===== src/rtl/prog_loader_pkg.sv =====
// Shared types and constants for the boot-time program loader.
package loader_pkg;

   typedef enum logic [2:0] {LEN0, LEN1, DATA, DONE, ERR} state_t;

   localparam int HDR_BYTES      = 2;
   localparam int BYTES_PER_WORD = 4;

endpackage


===== src/rtl/prog_loader_byte_assembler.sv =====
// Collects instruction bytes LSB-first; word_out is the complete word in the
// cycle the final byte is presented.
module byte_assembler
   import loader_pkg::*;
(
   input  logic        clk,
   input  logic        rst,
   input  logic        clear,
   input  logic        shift,
   input  logic [7:0]  byte_in,
   output logic [31:0] word_out,
   output logic [1:0]  idx,
   output logic        word_complete
);

   logic [23:0] shreg;

   // NOTE: state registers use non-blocking assignments so every flop samples pre-edge values.
   always_ff @(posedge clk or negedge rst) begin
      if (!rst) begin
         shreg <= '0;
         idx   <= '0;
      end else if (clear) begin
         shreg <= '0;
         idx   <= '0;
      end else if (shift) begin
         shreg <= {byte_in, shreg[23:8]};
         idx   <= idx + 2'd1;
      end
   end

   assign word_complete = shift && (idx == 2'(BYTES_PER_WORD - 1));
   assign word_out      = {byte_in, shreg};

endmodule


===== src/rtl/prog_loader.sv =====
// Length-prefixed byte-stream loader that fills instruction memory and holds
// the processor in reset until the whole image has been written.
module prog_loader
   import loader_pkg::*;
#(
   parameter int ADDR_WIDTH = 8
) (
   input  logic                  clk,
   input  logic                  rst,
   input  logic                  reload,
   input  logic                  in_valid,
   input  logic [7:0]            in_data,
   output logic                  in_ready,
   output logic                  imem_we,
   output logic [ADDR_WIDTH-1:0] imem_addr,
   output logic [31:0]           imem_wdata,
   output logic                  cpu_hold,
   output logic                  load_error,
   output logic [ADDR_WIDTH:0]   words_loaded
);

   localparam logic [16:0] CAPACITY = 17'(1 << ADDR_WIDTH);

   state_t              state;
   logic [7:0]          len_lo;
   logic [ADDR_WIDTH:0] n_words;
   logic [15:0]         hdr_n;
   logic                accept;
   logic                shift;
   logic                word_complete;
   logic [31:0]         word;
   logic [1:0]          byte_idx;

   assign accept = in_valid & in_ready;
   assign hdr_n  = {in_data, len_lo};
   // A byte arriving together with reload is dropped, so it never reaches the assembler.
   assign shift  = accept & (state == DATA) & ~reload;

   byte_assembler u_asm (
      .clk           (clk),
      .rst           (rst),
      .clear         (reload),
      .shift         (shift),
      .byte_in       (in_data),
      .word_out      (word),
      .idx           (byte_idx),
      .word_complete (word_complete)
   );

   always_ff @(posedge clk or negedge rst) begin
      if (!rst) begin
         state        <= LEN0;
         len_lo       <= '0;
         n_words      <= '0;
         in_ready     <= 1'b1;
         cpu_hold     <= 1'b1;
         load_error   <= 1'b0;
         imem_we      <= 1'b0;
         imem_addr    <= '0;
         imem_wdata   <= '0;
         words_loaded <= '0;
      end else begin
         // NOTE: default-low strobe each cycle gives exactly one write pulse per assembled word.
         imem_we <= 1'b0;
         if (reload) begin
            state        <= LEN0;
            in_ready     <= 1'b1;
            cpu_hold     <= 1'b1;
            load_error   <= 1'b0;
            words_loaded <= '0;
         end else begin
            case (state)
               LEN0: if (accept) begin
                  len_lo <= in_data;
                  state  <= LEN1;
               end
               LEN1: if (accept) begin
                  n_words <= (ADDR_WIDTH + 1)'(hdr_n);
                  if (hdr_n == 16'd0) begin
                     state    <= DONE;
                     in_ready <= 1'b0;
                  end else if ({1'b0, hdr_n} > CAPACITY) begin
                     state      <= ERR;
                     in_ready   <= 1'b0;
                     load_error <= 1'b1;
                  end else begin
                     state <= DATA;
                  end
               end
               DATA: if (word_complete) begin
                  imem_we      <= 1'b1;
                  imem_addr    <= words_loaded[ADDR_WIDTH-1:0];
                  imem_wdata   <= word;
                  words_loaded <= words_loaded + 1'b1;
                  if (words_loaded + 1'b1 == n_words) begin
                     state    <= DONE;
                     in_ready <= 1'b0;
                  end
               end
               // Hold drops one edge after entering DONE, so the last write has committed.
               DONE: cpu_hold <= 1'b0;
               ERR:  cpu_hold <= 1'b1;
               default: state <= LEN0;
            endcase
         end
      end
   end

endmodule


===== config.mk =====
export PLATFORM = sky130hd
export DESIGN_NAME = prog_loader
export DESIGN_NICKNAME = d
export VERILOG_FILES = /design/src/rtl/prog_loader_pkg.sv /design/src/rtl/prog_loader_byte_assembler.sv /design/src/rtl/prog_loader.sv
export SDC_FILE = /design/constraint.sdc
export NUM_CORES = 1
export LEC_CHECK = 0
export CAP_MARGIN = 20
export CORE_MARGIN = 10
export CORE_UTILIZATION = 54
export CTS_CLUSTER_SIZE = 40
export DETAILED_ROUTE_END_ITERATION = 16
export PLACE_DENSITY_LB_ADDON = 0.05
export SYNTH_ARGS = -nofsm -noshare
export SYNTH_HDL_FRONTEND = slang
export SYNTH_SLANG_ARGS = --single-unit

===== constraint.sdc =====
create_clock -name clk -period 2.3 [get_ports clk]
set_input_delay 0.46 -clock clk [delete_from_list [all_inputs] [get_ports clk]]
set_output_delay 0.46 -clock clk [all_outputs]
set_load 0.02 [all_outputs]

### Yosys cells after proc, flatten, opt, wreduce, memory -nomap -nowiden

Cells that the tools add are included.

| word-level totals | value |
|---|---|
| bits in registers | 99 |
| input bits | 12 |
| word-level logic and storage cells | 83 |
| output and inout bits | 53 |

| operators by class | value |
|---|---|
| reductions and logical operators | 19 |
| bitwise logic cells | 4 |
| equal/unequal tests | 13 |
| magnitude comparators | 1 |
| muxes and demuxes | 32 |
| $add $sub $neg | 2 |

Operator list:

| cell | number |
|---|---|
| $mux 24 | 2 |
| $mux 9 | 3 |
| $mux 3 | 7 |
| $gt 16x9->1 const B | 1 |
| $logic_not 16->1 | 1 |
| $mux 1 | 15 |
| $pmux 3 s4 | 1 |
| $reduce_bool 2->1 | 6 |
| $reduce_and 5->1 | 2 |
| $add 9x1->9 const B | 1 |
| $eq 9x9->1 | 1 |
| $reduce_and 3->1 | 3 |
| $eq 3x2->1 const B | 2 |
| $ne 3x2->1 const B | 2 |
| $ne 3x3->1 const B | 2 |
| $reduce_bool 3->1 | 2 |
| $mux 2 | 2 |
| $ne 4x4->1 const B | 1 |
| $pmux 1 s2 | 2 |
| $reduce_and 4->1 | 1 |
| $and 1x1->1 | 3 |
| $eq 3x1->1 const B | 1 |
| $eq 3x3->1 const B | 1 |
| $logic_not 3->1 | 1 |
| other kinds (8) | 8 |

### Longest topological paths before layout

Gate-level depths: netlist (run 1).

| logic depth | value |
|---|---|
| depth in word-level cells | 7 |
| mapped depth | 7 |

### Modules after synthesis

Synthesis (run 1) repeated with hierarchy kept, for this count alone.

| second synthesis, totals | value |
|---|---|
| cells, all modules | 346 |
| area, all modules | 4362.9 sq um |

Modules (own cells, without submodules):

| module | cells each | instances | sequential area each (sq um) | area an instance (sq um) |
|---|---|---|---|---|
| prog_loader | 252 | 1 | 1829.3 | 3209.3 |
| byte_assembler | 94 | 1 | 650.6 | 1153.6 |

### Worst setup path after synthesis (run 1)

No wires, ideal clock.

| timing path | value |
|---|---|
| path type | register to register |
| start point | reg in_ready |
| end point | reg len_lo[0] |
| slack | 295 ps |
| setup time | 125 ps |
| arrival time | 1880 ps |
| cell stages (with the launch flop) | 7 |
| path through | dfstp_2 and2_1 clkbuf_1 nand2_1 or4_1 clkbuf_1 mux2_2 |

| between the ends | value |
|---|---|
| cells in the longest elaborated chain, start to end | 2 |

Ends and longest elaborated chain:

| what | line | text |
|---|---|---|
| from (decl) | prog_loader.sv:13 | `output logic in_ready,` |
| from (signal assigned) | prog_loader.sv:55 | `in_ready <= 1'b1;` |
| from (signal assigned) | prog_loader.sv:67 | `in_ready <= 1'b1;` |
| from (signal assigned) | prog_loader.sv:81 | `in_ready <= 1'b0;` |
| $and 1x1->1 | prog_loader.sv:34 | `assign accept = in_valid & in_ready;` |
| $reduce_and 3->1 (no source line) | n/a |  |
| to (signal assigned) | prog_loader.sv:74 | `len_lo <= in_data;` |
| to (decl) | prog_loader.sv:25 | `logic [7:0] len_lo;` |

Every way passes these cells.
A chain may end at the register's enable or synchronous reset.

### Worst setup path after layout (run 1)

| timing path | value |
|---|---|
| start point | reg words_loaded[1] |
| end point | reg in_ready |

| between the ends | value |
|---|---|
| cells in the longest elaborated chain, start to end | 4 |

Ends and longest elaborated chain:

| what | line | text |
|---|---|---|
| from (decl) | prog_loader.sv:19 | `output logic [ADDR_WIDTH:0] words_loaded` |
| from (signal assigned) | prog_loader.sv:94 | `words_loaded <= words_loaded + 1'b1;` |
| $add 9x1->9 | prog_loader.sv:95 | `if (words_loaded + 1'b1 == n_words) begin` |
| $eq 9x9->1 | prog_loader.sv:95 |  |
| $ne 3x2->1 (no source line) | n/a |  |
| $reduce_and 5->1 (no source line) | n/a |  |
| to (signal assigned) | prog_loader.sv:81 |  |
| to (signal assigned) | prog_loader.sv:84 | `in_ready <= 1'b0;` |
| to (signal assigned) | prog_loader.sv:97 | `in_ready <= 1'b0;` |

Every way passes these cells.

==> out/summary.txt, run 1 <==
Run status -> complete, no violations
CP Launch Type -> flip-flop
# port buffers -> 64
Max incr delay on CP -> 0.44 ns
ANT cells -> 0
Starting Density -> 55.3%
Multi-input logic area -> 1680 um^2
Most frequent CP cell -> and4_1
Clock Sinks -> 99
CP Cell Sequence -> ha_1 -> and4_1 -> and4_1 -> nor4_1 -> o2111ai_1 -> a311o_1
H-tree depth -> 3
Synth Cell Area -> 4250 um^2
Final Wtd Congestion -> 0.863
Pwr per Cell Area -> 662 nW/um^2
Setup Crit Path Kind -> reg -> reg
RSZ-0062 raised after global routing -> false
Max clock buf depth -> 2
Slew margin rel. -> 70.8%
Biggest area consumer among synthesized cells -> dfrtp_1
Worst-skew pair later-pin latency -> 0.37 ns
Critical Path Sink Type -> flip-flop
DRC viols -> 0
Overflow left after global routing -> 0
Die area -> 11800 um^2
Routed Antenna Nets -> 0
Die width -> 109 um
Yosys warning count -> 0
Post-CTS sizing -> 0
Final period util -> 90.9%
Post-Syn Nets -> 382
Register area share after synthesis -> 58.3%
Share of layout cells above drive strength 1 -> 22.5%
Worst endpoint data arrival time -> 2.38 ns
Number of setup buffers added after CTS -> 0
Synth top area share -> 57.1%
Total of max-cap violations -> 0
Starting DRT DRC Count -> 153
Post-Syn Instances -> 368
Final Max Slew Viols -> 0
Number of global-route vias before repair -> 2998
Synth Register Bits -> 99
Router iterations before antenna repair -> 4
Largest net degree at the start of global routing -> 42
Clk_skew -> 0.0161 ns
Worst IR Drop VDD -> 0.399 mV
Global-route wire length before repair -> 15200 um
Area growth syn-to-layout -> 24.6%
Core ar. -> 7690 um^2
Vias per std cell -> 5.41
Final #Nets -> 454
Hold Crit Class -> in -> async
Critical path's slowest cell -> dfrtp_1
Drt wl/cell -> 16.6 um
CTS tree -> built
Worst-Margin Slew -> 0.438 ns
Post-synth cell types -> 43
Cells after DPL -> 531
Hpwl dp -> 6420 um
# IOs -> 65
Root buffer cell -> clkbuf_8
Register Area -> 2480 um^2
Leak Pwr -> 2.32 nW
Final setup fails -> 0
Number of fill cells -> 614
Top cells by area, synth -> dfrtp_1, mux2_2, nand2_1
Fin Setup TNS -> 0 ns
Worst Path Required -> 2.59 ns
Tmin final -> 2.09 ns
Syn avg cell area -> 11.6 um^2
Clock buffer count from CTS -> 9
Clk slew on worst S/H paths -> 0.11 ns
Placement row count -> 32
Overall routing resource usage -> 16.0%
FMAX -> 0.478 GHz
Initial antenna violation count -> 0
Hold_buf cts -> 0
Height of the die -> 109 um
Crit Path Max Fanout -> 5
Final Hold Vio Count -> 0
Routed wire length -> 9080 um
Finished Layout Cells -> 547
Via Count -> 2962
## where the power goes
part	switching, mW	internal [mW]
Sequential	0.118	1.87
Clock	0.648	0.446
Combinational	0.196	0.232
Total	0.961	2.55
## kinds of logic after synthesis
family          after synthesis  share of synthesized area (%)
xor+xnor                     16                           3.30
simple gates                114                           12.6
buf+inv                      26                           2.47
compound gates               53                           7.39
mux                          58                           15.3
flops                        99                           58.3
fa+ha+maj                     2                          0.588
## routing by layer
| metal | up-vias | share of wire [%] | track usage [%] |
|---|---|---|---|
| met5 | - | 0 | 0 |
| met4 | 0 | 1.4 | 5.08 |
| met3 | 11 | 6.5 | 4.37 |
| met2 | 70 | 45 | 24.6 |
| met1 | 1457 | 47 | 21.7 |
| li1 | 1424 | - | - |
## state kept, by name (all words and copies together) (netlist names)
register      cells
load_error        1
imem_wdata       32
words_loaded      9
u_asm.shreg      24
len_lo            8
state             3
n_words           9
cpu_hold          1
imem_we           1
u_asm.idx         2
in_ready          1
imem_addr         8
## placed cells by master (no fill, tap or decap), types with 2 or more instances in the layout
cell type / instances
a21boi_0: 2
a21oi_1: 32
and3_1: 2
and4_1: 2
buf_12: 2
buf_4: 18
clkbuf_8: 10
clkdlybuf4s50_1: 63
clkinv_4: 2
dfrtp_1: 97
dfstp_2: 2
ha_1: 2
inv_1: 4
inv_8: 2
mux2_2: 57
nand2_1: 60
nand2b_1: 3
nand3_1: 5
nor2_1: 14
nor2b_1: 3
nor3_1: 4
nor3b_1: 4
nor4_1: 5
o211ai_1: 2
o21ai_0: 5
o31ai_1: 2
o32ai_1: 2
or2_2: 2
or3_1: 2
xnor2_1: 11
xor2_1: 5
## cell usage after synthesis
cell type  number
nor2b_1         3
a311o_1         1
o21ai_0         5
nand2_1        60
or3_1           2
o21a_1          1
a32o_1          1
and2_1          1
and4_1          2
nor3b_1         4
xnor2_1        11
mux2i_1         1
a21boi_0        2
nor3_1          4
nor4_1          5
nand4_1         1
clkbuf_1       16
inv_1           4
o31ai_1         2
or3b_2          1
a211oi_1        1
nor2_1         15
a31oi_1         1
o31a_1          1
dfrtp_1        97
nand2b_1        3
and3_1          2
nand3b_1        1
a21oi_1        32
dfstp_2         2
or2_2           2
o2111ai_1       1
ha_1            2
nand3_1         5
o32ai_1         2
mux2_2         57
a22oi_1         1
buf_2           6
xor2_1          5
nor3_2          1
or3b_1          1
o211ai_1        2
or4_1           1
## path summary, 6_finish.rpt
path / startpoint / endpoint / slack, ns / cells after the start
setup / recovery: words_loaded[1]$_DFFE_PN0P_ / in_ready$_DFFE_PN1P_ / 0.21 / 6
hold / removal: rst / imem_wdata[17]$_DFFE_PN0P_ / 0.02 / 1
setup reg to reg: words_loaded[1]$_DFFE_PN0P_ / in_ready$_DFFE_PN1P_ / 0.21 / 6
hold reg to reg: u_asm.shreg[4]$_DFFE_PN0P_ / imem_wdata[4]$_DFFE_PN0P_ / 0.51 / 1
max in group asynchronous: rst / imem_wdata[20]$_DFFE_PN0P_ / 1.70 / 2
min in group clk: u_asm.shreg[4]$_DFFE_PN0P_ / imem_wdata[4]$_DFFE_PN0P_ / 0.51 / 1
## critical path, delay by kind of cell (launching register included)
family,cells,cell delay [ns]
AND/OR/NAND/NOR,3,0.75
AO/OA/AOI/OAI,2,0.56
flip-flops,1,0.44
adder cells (fa/ha/maj),1,0.26
## per-stage QoR
step / worst slack [ns] / util (%) / area (um^2) / total power, mW / hold WS [ns]
3_3_place_gp: 0.0642 / 66.4 / 5100 / 2.43 / 0.432
4_1_cts: 0.225 / 68.9 / 5300 / 3.52 / 0.0378
6_report: 0.208 / 68.9 / 5300 / 3.51 / 0.0245
3_5_place_dp: 0.0343 / 66.4 / 5100 / 2.45 / 0.434
2_1_floorplan: 0.295 / - / 4250 / 2.27 / 0.164
5_1_grt: 0.129 / 68.9 / 5300 / 3.68 / 0.0448
## layout make-up
type                    instances  area share, %
clock inverters                 6           1.06
flip-flops and latches         99           46.8
multi-input cells             243           31.6
clock buffers                  10           2.60
inverters                       4          0.283
well taps                     102           2.41
repair buffers                 83           15.2
Power figures use the tool's default switching activity.
==> run 2, diff against run 1 <==
--- a/config.mk
+++ b/config.mk
@@ -6,8 +6,10 @@
 export NUM_CORES = 1
 export LEC_CHECK = 0
 export CAP_MARGIN = 20
+export CELL_PAD_IN_SITES_DETAIL_PLACEMENT = 1
+export CELL_PAD_IN_SITES_GLOBAL_PLACEMENT = 1
 export CORE_MARGIN = 10
-export CORE_UTILIZATION = 54
+export CORE_UTILIZATION = 43
 export CTS_CLUSTER_SIZE = 40
 export DETAILED_ROUTE_END_ITERATION = 16
 export PLACE_DENSITY_LB_ADDON = 0.05
==> run 2 against run 1 <==
Effect of this change:
- sequential power hardly changed
- sequential share of layout area is 0.74 points lower
- design area grew 1.6%
- flip-flop and latch count is the same
- fmax down 0.16%
- critical path type unchanged
- largest cell class unchanged
- highest routed layer unchanged
==> out/summary.txt, run 2 (synthesized netlist as in run 1, its figures left out) <==
Final setup fails -> 0 (unchanged)
Routed Antenna Nets -> 0 (unchanged)
Max incr delay on CP -> 0.44 ns (about the same)
Routed wire length -> 10400 um (was 9080 um)
Core ar. -> 9680 um^2 (was 7690 um^2)
Drt wl/cell -> 17.8 um (was 16.6 um)
CP Launch Type -> flip-flop (unchanged)
Initial antenna violation count -> 0 (unchanged)
Clk slew on worst S/H paths -> 0.09 ns (was 0.11 ns)
Fin Setup TNS -> 0 ns (unchanged)
CP Cell Sequence -> ha_1 -> and4_1 -> and4_1 -> nor4_2 -> o2111ai_1 -> a311o_1 (was ha_1 -> and4_1 -> and4_1 -> nor4_1 -> o2111ai_1 -> a311o_1)
Final Max Slew Viols -> 0 (unchanged)
Root buffer cell -> clkbuf_8 (unchanged)
DRC viols -> 0 (unchanged)
Height of the die -> 119 um (was 109 um)
Largest net degree at the start of global routing -> 54 (was 42)
CP delay by family, top -> simple AND/OR/NAND/NOR gates (unchanged)
Total of max-cap violations -> 0 (unchanged)
Max reg flops -> 32 (unchanged)
Number of global-route vias before repair -> 3310 (was 2998)
Most frequent CP cell -> and4_1 (unchanged)
Final #Nets -> 459 (was 454)
Final WS setup -> 0.205 ns (was 0.208 ns)
Clk_skew -> 0.00864 ns (was 0.0161 ns)
Critical path's slowest cell -> dfrtp_1 (unchanged)
Share of layout cells above drive strength 1 -> 22.9% (was 22.5%)
Top Registers -> imem_wdata x32, u_asm.shreg x24 (unchanged)
Placement row count -> 36 (was 32)
# port buffers -> 64 (unchanged)
Commonest non-fill, non-tap cell in the layout -> dfrtp_1 (unchanged)
Cells after DPL -> 566 (was 531)
Number of fill cells -> 1049 (was 614)
Final Hold Vio Count -> 0 (unchanged)
CTS tree -> built (unchanged)
Via Count -> 2982 (was 2962)
Finished Layout Cells -> 583 (was 547)
Most frequent cells in the layout -> dfrtp_1, clkdlybuf4s50_1, nand2_1 (unchanged)
Final Wtd Congestion -> 0.797 (was 0.863)
Starting DRT DRC Count -> 110 (was 153)
Leak Pwr -> 2.35 nW (was 2.32 nW)
Run status -> complete, no violations (unchanged)
Post-layout util -> 55.6% (was 68.9%)
Clock Sinks -> 99 (unchanged)
Critical Path Sink Type -> flip-flop (unchanged)
Setup Crit Path Kind -> reg -> reg (unchanged)
Hpwl dp -> 7530 um (was 6420 um)
Starting Density -> 43.9% (was 55.3%)
Overflow left after global routing -> 0 (unchanged)
Worst Path Buf+Inv -> 0 (unchanged)
Clock buffer count from CTS -> 9 (unchanged)
Worst Path Required -> 2.60 ns (was 2.59 ns)
# IOs -> 65 (unchanged)
ANT cells -> 0 (unchanged)
Reg with most FFs -> imem_wdata (unchanged)
Max clock buf depth -> 2 (unchanged)
Tmin final -> 2.09 ns (about the same)
Router iterations before antenna repair -> 4 (unchanged)
Register Area -> 2480 um^2 (unchanged)
Hold Crit Class -> reg -> reg (was in -> async)
Worst-skew pair later-pin latency -> 0.37 ns (about the same)
Multi-input logic area -> 1680 um^2 (about the same)
Die width -> 119 um (was 109 um)
H-tree depth -> 3 (unchanged)
Worst endpoint data arrival time -> 2.40 ns (was 2.38 ns)
Area growth syn-to-layout -> 26.6% (was 24.6%)
Overall routing resource usage -> 15.3% (was 16.0%)
Crit Path Max Fanout -> 5 (unchanged)
FMAX -> 0.477 GHz (was 0.478 GHz)
Worst IR Drop VDD -> 0.289 mV (was 0.399 mV)
Slew margin rel. -> 68.0% (was 70.8%)
RSZ-0062 raised after global routing -> false (unchanged)
Global-route wire length before repair -> 17500 um (was 15200 um)
Number of setup buffers added after CTS -> 0 (unchanged)
Place WS -> 0.0121 ns (was 0.0343 ns)
Worst hold slack -> 0.510 ns (was 0.0245 ns)
Final period util -> 91.1% (was 90.9%)
Vias per std cell -> 5.11 (was 5.41)
Die area -> 14300 um^2 (was 11800 um^2)
Pwr per Cell Area -> 661 nW/um^2 (was 662 nW/um^2)
Worst-Margin Slew -> 0.479 ns (was 0.438 ns)
[run 2: cell types whose count changed in the layout (fill, tap and decap cells not counted), sizes merged]
cell,before,now
buf,20,24
inv,7,5
clkinvlp,1,0
clkbuf,10,12
dlygate4sd3,0,1
bufinv,0,1
[run 2: path summary, 6_finish.rpt]
| check | slack [ns] | to | cells past startpoint | from |
|---|---|---|---|---|
| setup / recovery | 0.21 | in_ready$_DFFE_PN1P_ | 6 | words_loaded[1]$_DFFE_PN0P_ |
| hold / removal | 0.51 | imem_addr[4]$_DFFE_PN0P_ | 1 | imem_addr[4]$_DFFE_PN0P_ |
| setup reg to reg | 0.21 | in_ready$_DFFE_PN1P_ | 6 | words_loaded[1]$_DFFE_PN0P_ |
| hold reg to reg | 0.51 | imem_addr[4]$_DFFE_PN0P_ | 1 | imem_addr[4]$_DFFE_PN0P_ |
| max in group asynchronous | 1.12 | imem_wdata[17]$_DFFE_PN0P_ | 3 | rst |
| min in group asynchronous | 0.52 | imem_addr[3]$_DFFE_PN0P_ | 2 | rst |
[run 2: metrics by stage]
stage	power (mW)	instance area [um^2]
6_report	3.56	5380
5_1_grt	3.75	5380
4_1_cts	3.60	5380
3_5_place_dp	2.47	5170
3_3_place_gp	2.44	5170
2_1_floorplan	2.27	4250
[run 2: cell type report]
cell class / instances / area share, %
flip-flops and latches: 99 / 46.1
well taps: 133 / 3.09
multi-input cells: 243 / 31.2
repair buffers: 88 / 15.7
clock buffers: 12 / 2.70
clock inverters: 4 / 0.907
inverters: 4 / 0.279
[run 2: timing repair]
action,CTS,global route
endpoints found under the setup margin,0,1
hold endpoints to repair,20,0
gates resized for setup,0,1
hold buffers,1,0
[run 2: power by group]
| group | total (mW) | internal [mW] | switching [mW] |
|---|---|---|---|
| clock | 1.13 | 0.535 | 0.598 |
| combinational | 0.442 | 0.237 | 0.205 |
| sequential | 1.99 | 1.87 | 0.116 |
[run 2: routing by layer]
layer	global-route usage [%]	vias up	part of all wire, %
li1	-	1429	-
met1	19.1	1491	46
met2	24.3	51	47
met3	5.05	11	5.6
met4	5.20	0	1.2
met5	0	-	0
==> patch (flow settings as in run 2) <==
The 5 states of `state_t` get a one-hot encoding in 5 bits.
--- a/src/rtl/prog_loader_pkg.sv
+++ b/src/rtl/prog_loader_pkg.sv
@@ -2,5 +2,5 @@
 package loader_pkg;
 
-   typedef enum logic [2:0] {LEN0, LEN1, DATA, DONE, ERR} state_t;
+   typedef enum logic [4:0] {LEN0 = 5'b00001, LEN1 = 5'b00010, DATA = 5'b00100, DONE = 5'b01000, ERR = 5'b10000} state_t;
 
    localparam int HDR_BYTES      = 2;
Behaviour: same outputs for any inputs over 4 cycles, from zero or initial values and one cycle with rst low; so few cycles prove little.
==> patch against run 2 <==
  * Routed wire length grew 12%
  * Total power decreased by 1.4%
  * First-iteration DRC count is 54% higher
  * Final area up 3.3%
  * Cell count rose by 11%
  * Core utilization is 1.1 points higher
  * Sequential cell count up 2
  * Synthesized area up 2.9%
  * Worst setup slack better by 12 ps
  * Clock skew increased by 8.3 ps
==> patch: results <==
[timing]
fin_skew_ps = 16.99

[critical_path]
critPathMaxStageDelay_ps = 650
rrSetupSlack_ps = 250
crit_arrival_ps = 2320
reg2reg_from = words_loaded[0]$_DFFE_PN0P_
slowest_stage = or4_1
cp_max_fo = 10
start_kind = input pin
critPathLaunch = reload

[synth]
synth_nets = 438
synth-seq-area-share = 0.5788
synthTopCellsByCount = nand2_1, dfrtp_1, a22o_1
synth_area_leaders = dfrtp_1, nand2_1, a22o_1
synth.distinct_cells = 52
postSynthCellCount = 424
yosysTopAreaCell = dfrtp_1

[grt]
grt_pass1_wl_um = 19840
antenna_found_initial = 1
grt_start_max_net_pins = 72
grt_pass1_vias = 3704

[finish]
nFillCells = 1124
final_nets = 521
drive_above_1_share = 0.1563
final_cells = 645

[pwr]
power.share.clock = 0.304
leakage_nw = 2.663
power.total_mw = 3.511
p_int_mw = 2.536
ir_drop_mv = 0.2957

[outcome]
status = completed

[placement]
place_hpwl_um = 8506
place_inst = 629
place_congestion = 0.8172

[cts]
clk_pin_slew_ps = 110

[routing]
totalWireLength_um = 11590
num_vias = 3423
drt_iter0_markers = 169

[min_path]
hp-class = in2async
==> patch: final cells by class <==
type,count,area share
Clock buffer,10,0.02295
Clock inverter,6,0.009899
Inverter,5,0.003375
Multi-Input combinational cell,293,0.3060
Sequential cell,101,0.4551
Tap cell,133,0.02992
Timing Repair Buffer,97,0.1728
==> patch: kinds of logic (layout without fill, tap and decap cells) <==
kind of cell	Yosys count	in the layout	synth area share
XOR/XNOR	11	11	0.02203
multiplexers	19	19	0.05007
adder cells (fa/ha/maj)	2	2	0.005722
flip-flops	101	101	0.5788
AO/OA/AOI/OAI	73	73	0.1185
buffers and inverters	30	118	0.03347
AND/OR/NAND/NOR	188	188	0.1914
==> patch: final timing paths <==
check / cells after the start / end
worst max-delay path: 5 / n_words[6]$_DFFE_PN0P_
worst min-delay path: 1 / words_loaded[2]$_DFFE_PN0P_
worst max register to register: 7 / state[2]$_DFFE_PN0P_
worst min register to register: 2 / imem_wdata[1]$_DFFE_PN0P_
max in group asynchronous: 2 / n_words[6]$_DFFE_PN0P_
min in group clk: 2 / imem_wdata[1]$_DFFE_PN0P_
==> patch: critical path, delay by kind of cell <==
| family | cells | cell delay (ps) |
|---|---|---|
| multiplexers | 1 | 370 |
| AND/OR/NAND/NOR | 3 | 1040 |
| buffers and inverters | 1 | 450 |
==> patch: stage by stage <==
stage	cell area, sq um	hold WS (ps)	TNS [ps]
global placement	5379	428.3	-3584
global route	5562	38.58	0
CTS	5562	22.96	0
floorplan	4373	164.4	0
detailed placement	5379	434.5	-5402
finish	5562	14.19	0
==> patch: per-layer routing <==
layer	vias up	wire (um)	GRT usage
met5	-	13	0
met4	2	127	0.05053
met3	12	670	0.04374
met2	75	5541	0.2643
met1	1719	5238	0.2159
li1	1615	-	-
